## src/rtl/noc_network_interface.sv

```systemverilog
// noc_network_interface: core-side NoC endpoint packetizing spikes to the router and delivering received neuron addresses
// Ports:
//   clk, rst_n                               clock, synchronous active-low reset
//   router_addr                              own mesh address
//   spike_valid/ready, spike_dest_*          spike input from the core
//   net_out_packet/valid/ready               packets to the router local input
//   net_in_packet/valid/ready                packets from the router local output
//   rx_valid/ready, rx_neuron_addr           received neuron addresses to the core
//   tx_count, rx_count, drop_count           saturating traffic counters
module noc_network_interface #(
  parameter int ROUTER_ADDR_WIDTH = 4,
  parameter int TX_DEPTH = 4,
  parameter int RX_DEPTH = 4
) (
  input  logic                         clk,
  input  logic                         rst_n,
  input  logic [ROUTER_ADDR_WIDTH-1:0] router_addr,
  input  logic                         spike_valid,
  output logic                         spike_ready,
  input  logic [ROUTER_ADDR_WIDTH-1:0] spike_dest_router,
  input  logic [15:0]                  spike_dest_neuron,
  output logic [31:0]                  net_out_packet,
  output logic                         net_out_valid,
  input  logic                         net_out_ready,
  input  logic [31:0]                  net_in_packet,
  input  logic                         net_in_valid,
  output logic                         net_in_ready,
  output logic                         rx_valid,
  output logic [15:0]                  rx_neuron_addr,
  input  logic                         rx_ready,
  output logic [15:0]                  tx_count,
  output logic [15:0]                  rx_count,
  output logic [15:0]                  drop_count
);
  localparam int TAW = $clog2(TX_DEPTH);
  localparam int RAW = $clog2(RX_DEPTH);
  localparam int TCW = TAW + 1;
  localparam int RCW = RAW + 1;
  logic [31:0]    tx_mem [TX_DEPTH];
  logic [15:0]    rx_mem [RX_DEPTH];
  logic [TAW-1:0] tx_wr, tx_rd;
  logic [RAW-1:0] rx_wr, rx_rd;
  logic [TCW-1:0] tx_cnt;
  logic [RCW-1:0] rx_cnt;
  logic           tx_push, tx_pop, rx_acc, rx_match, rx_push, rx_pop;
  logic [31:0]    tx_pkt;
  // Full/empty come from the registered occupancy only, so no input reaches a ready/valid combinationally
  assign spike_ready    = rst_n && (tx_cnt != TCW'(TX_DEPTH));
  assign net_out_valid  = rst_n && (tx_cnt != '0);
  assign net_in_ready   = rst_n && (rx_cnt != RCW'(RX_DEPTH));
  assign rx_valid       = rst_n && (rx_cnt != '0);
  assign net_out_packet = tx_mem[tx_rd];
  assign rx_neuron_addr = rx_mem[rx_rd];
  assign tx_pkt   = {spike_dest_router, {(16-ROUTER_ADDR_WIDTH){1'b0}}, spike_dest_neuron};
  assign tx_push  = spike_valid && spike_ready;
  assign tx_pop   = net_out_valid && net_out_ready;
  assign rx_acc   = net_in_valid && net_in_ready;
  assign rx_match = net_in_packet[31 -: ROUTER_ADDR_WIDTH] == router_addr;
  assign rx_push  = rx_acc && rx_match;
  assign rx_pop   = rx_valid && rx_ready;
  always_ff @(posedge clk) begin
    if (!rst_n) begin
      // Storage is cleared so the FWFT heads read zero until the first write
      for (int i = 0; i < TX_DEPTH; i++) tx_mem[i] <= '0;
      for (int i = 0; i < RX_DEPTH; i++) rx_mem[i] <= '0;
      tx_wr      <= '0;
      tx_rd      <= '0;
      tx_cnt     <= '0;
      rx_wr      <= '0;
      rx_rd      <= '0;
      rx_cnt     <= '0;
      tx_count   <= '0;
      rx_count   <= '0;
      drop_count <= '0;
    end else begin
      if (tx_push) begin
        tx_mem[tx_wr] <= tx_pkt;
        tx_wr         <= tx_wr + TAW'(1);
      end
      if (tx_pop) tx_rd <= tx_rd + TAW'(1);
      tx_cnt <= tx_cnt + TCW'(tx_push) - TCW'(tx_pop);
      if (rx_push) begin
        rx_mem[rx_wr] <= net_in_packet[15:0];
        rx_wr         <= rx_wr + RAW'(1);
      end
      if (rx_pop) rx_rd <= rx_rd + RAW'(1);
      rx_cnt <= rx_cnt + RCW'(rx_push) - RCW'(rx_pop);
      if (tx_pop && tx_count != 16'hFFFF) tx_count <= tx_count + 16'd1;
      if (rx_push && rx_count != 16'hFFFF) rx_count <= rx_count + 16'd1;
      if (rx_acc && !rx_match && drop_count != 16'hFFFF) drop_count <= drop_count + 16'd1;
    end
  end
endmodule
```

## config.mk

```make
export PLATFORM = sky130hd
export DESIGN_NAME = noc_network_interface
export DESIGN_NICKNAME = d
export VERILOG_FILES = /design/src/rtl/noc_network_interface.sv
export SDC_FILE = /design/constraint.sdc
export NUM_CORES = 1
export LEC_CHECK = 0
export ABC_AREA = 1
export CAP_MARGIN = 20
export CELL_PAD_IN_SITES_DETAIL_PLACEMENT = 1
export CELL_PAD_IN_SITES_GLOBAL_PLACEMENT = 1
export CORE_MARGIN = 5
export CORE_UTILIZATION = 41
export DETAILED_ROUTE_END_ITERATION = 12
export GPL_TIMING_DRIVEN = 1
export PLACE_DENSITY_LB_ADDON = 0.1
export SETUP_SLACK_MARGIN = 0.5
export SYNTH_ARGS = -nofsm -noshare
export SYNTH_HDL_FRONTEND = slang
export SYNTH_SLANG_ARGS = --single-unit
```

## constraint.sdc

```tcl
create_clock -name clk -period 3.83 [get_ports clk]
set_input_delay 0.766 -clock clk [delete_from_list [all_inputs] [get_ports clk]]
set_output_delay 0.766 -clock clk [all_outputs]
set_load 0.005 [all_outputs]
```

==> results.py <==
metrics = {
    "route": {
        "vias_per_cell": 5.08,
        "ant_nets": 0,
        "vias": 8241,
        "drc": 0,
        "post_drt_wl_per_cell_um": 16.9,
        "drt_pass1_iterations": 4,
        "initialDrtViolationCount": 418,
        "drt_wl_total_um": 27400,
    },
    "layout": {
        "drive_gt1_share_pct": 8.64,
        "final_design_area_no_fill_sq_um": 12500,
        "nFillCells": 2850,
        "multi_input_area_sq_um": 3710,
        "register_area_sq_um": 5650,
        "area_growth_pct": 24.6,
        "num-nets-final": 1351,
        "final_cells": 1622,
    },
    "grt": {
        "first_global_vias": 8885,
        "globalRouteOverflowTotal": 0,
        "grt_max_degree": 41,
        "antenna_found_initial": 1,
        "grt_pass1_wl_um": 44800,
        "grt_use_total_pct": 19.2,
    },
    "pwr": {
        "clockPowerShare_pct": 38.3,
        "combPwrFrac_pct": 17.3,
        "swShare_pct": 26.0,
        "ir_worst_vdd_v": 0.000274,
        "p_int_w": 0.00438,
        "switching_power_w": 0.00154,
        "power_density_nw_per_um2": 474,
        "leakage_nw": 4.88,
        "p_seq_share_pct": 44.4,
    },
    "logic_synthesis": {
        "yosysWarningCount": 0,
        "synthFlopType": "edfxtp_1",
        "async_flop_share_pct": 0,
        "synthesis.area_per_instance_sq_um": 8.82,
        "ys_top_cells_by_area": "edfxtp_1 43%, dfxtp_1 13%, nor2_1 9.1%",
        "yosysSeqAreaShare_pct": 56.2,
        "synth_area_sq_um": 10000,
        "synth.ff_latch_count": 210,
        "yosysTopAreaCell": "edfxtp_1",
        "synth_top_area_share_pct": 43.1,
        "synth_edf_count": 144,
        "ys_types": 37,
        "synthCells": 1139,
        "synthTopCellsByCount": "244 x nor2_1, 198 x nand2_1, 144 x edfxtp_1",
        "synth_most_common_cell": "nor2_1",
    },
    "clock_network": {
        "root_buffer": "clkbuf_16",
        "cts.sinks": 210,
        "tritoncts": "built",
        "clockBufferDepth": 3,
        "insertion_delay_ps": 510,
        "numCtsBuffers": 24,
        "htree_levels": 1,
        "cts.clk_slew.worst_paths_ps": 60,
    },
    "place": {
        "placed_area_sq_um": 11700,
        "place_inst": 1578,
        "gp_congestion": 0.771,
        "hpwl_um": 17700,
        "portBuffers": 137,
    },
    "sta": {
        "slew_headroom_pct": 50.3,
        "rsz0062_at_grt": "false",
        "fin_skew_ps": 19.1,
        "max_clock_freq_mhz": 317,
        "setup_viol": 0,
        "finalHoldViolations": 0,
        "maxSlewViolCount": 0,
        "min_period_ps": 3160,
        "finalSetupTns_ps": 0,
        "period_share_pct": 82.4,
        "worst_pin_slew_ps": 745,
    },
    "critical_path": {
        "start_kind": "flop",
        "endpoint_kind": "primary output",
        "r2r_start": "tx_count[0]",
        "r2r_slack_ps": 1550,
        "r2r-end": "tx_count[1]",
        "critPathKind": "flop to primary output",
        "critPathRequiredTime_ps": 3060,
        "worst-path-max-fanout": 23,
        "rr_worst_depth": 9,
        "crit_arrival_ps": 2390,
    },
    "floorplan": {
        "fp.dieH_um": 167,
        "fp-row-count": 57,
        "coreArea_sq_um": 24200,
        "start_util_pct": 41.4,
        "die_x_um": 167,
        "pin_count": 162,
        "dieArea_sq_um": 27700,
    },
    "min_path": {
        "min_path_cells": 2,
        "hold_path.startpoint": "rx_rd[1]",
        "min_path_type": "flop to flop",
    },
    "run_status": {
        "status": "complete, no violations",
    },
    "run": {
        "drv_cap": 0,
    },
}
placed cells by master (no fill, tap or decap), types with 31 or more instances in the layout:
| master | Yosys | final |
|---|---|---|
| o22ai_1 | 36 | 36 |
| inv_1 | 98 | 97 |
| dfxtp_1 | 66 | 65 |
| a21oi_1 | 53 | 53 |
| nor2_1 | 244 | 244 |
| o21ai_0 | 86 | 85 |
| clkdlybuf4s50_1 | 0 | 137 |
| nand3_1 | 31 | 31 |
| nand2_1 | 198 | 198 |
| edfxtp_1 | 144 | 144 |
worst max-delay path by stage:
stage	from	end	cells past startpoint
after CTS	flop	rx_neuron_addr[15]	4
after global placement	net_in_packet[29]	rx_cnt[2]	12
after global routing	flop	rx_neuron_addr[8]	5
after detailed placement	net_in_packet[29]	rx_cnt[2]	12
after floorplan	router_addr[2]	rx_mem[2][0]	7
final	flop	rx_neuron_addr[11]	5
flip-flops by register name, summed over array words and instances (netlist names), named ones only:
register / flops
rx_cnt: 3
tx_mem: 80
tx_rd: 2
rx_mem: 64
tx_wr: 2
drop_count: 16
rx_wr: 2
rx_count: 16
tx_cnt: 3
tx_count: 16
rx_rd: 2
cell type report:
cell class | instances | area share [%]
Antenna cell | 1 | 0.0200
Clock buffer | 33 | 5.40
Clock inverter | 10 | 0.810
Inverter | 103 | 3.13
Multi-Input combinational cell | 777 | 29.7
Sequential cell | 210 | 45.1
Tap cell | 324 | 3.24
Timing Repair Buffer | 164 | 12.6
cell families (layout without fill, tap and decap cells):
| group | count (synthesis) | after routing | share of synthesized area [%] |
|---|---|---|---|
| xor gates and xnor gates | 25 | 25 | 2.18 |
| buffers and inverters | 163 | 310 | 7.23 |
| adders and majority gates | 9 | 9 | 1.27 |
| DFF | 210 | 210 | 56.2 |
| AOI/OAI and AO/OA | 179 | 179 | 9.48 |
| and+or+nand+nor | 552 | 552 | 23.6 |
| other | 1 | 13 | 0.0373 |
routing by layer:
metal  share of wire, %  track usage, %  up-vias  routed length, um
met3                4.7            3.46       27               1280
met2                 49            34.6      154              13500
met1                 45            24.4     4045              12200
met5                  0               0        -                  0
met4                1.4            3.59        0                391
li1                   -               -     4015                  -
power groups by stage:
stage | clock [W] | sequential, W | combinational, W
2_1_floorplan | 0 | 0.00266 | 0.000545
3_3_place_gp | 0 | 0.00267 | 0.00101
3_5_place_dp | 0 | 0.00268 | 0.00104
4_1_cts | 0.00232 | 0.00263 | 0.00105
5_1_grt | 0.00241 | 0.00264 | 0.00114
6_report | 0.00227 | 0.00263 | 0.00102
worst max-delay path, stage by stage, from the launching register on:
cell and delay [ps]:
dfxtp_1 310, inv_1 540, buf_4 290, o21ai_0 90, o22ai_1 130, clkdlybuf4s50_1 530
timing repair:
| action | in CTS | in global routing |
|---|---|---|
| setup endpoints to repair | 0 | 16 |
| resized for setup | 0 | 2 |
| hold buffers | 0 | 0 |
| setup buffers | 0 | 0 |
through the flow:
step,util [%],hold slack (ps),power (W),setup WS (ps)
finish,51.6,470,0.00593,674
global route,51.6,494,0.00620,532
CTS,51.6,478,0.00600,502
detailed placement,48.4,461,0.00372,679
global placement,48.4,452,0.00368,726
floorplan,-,436,0.00321,914
Power figures use the tool's default switching activity.
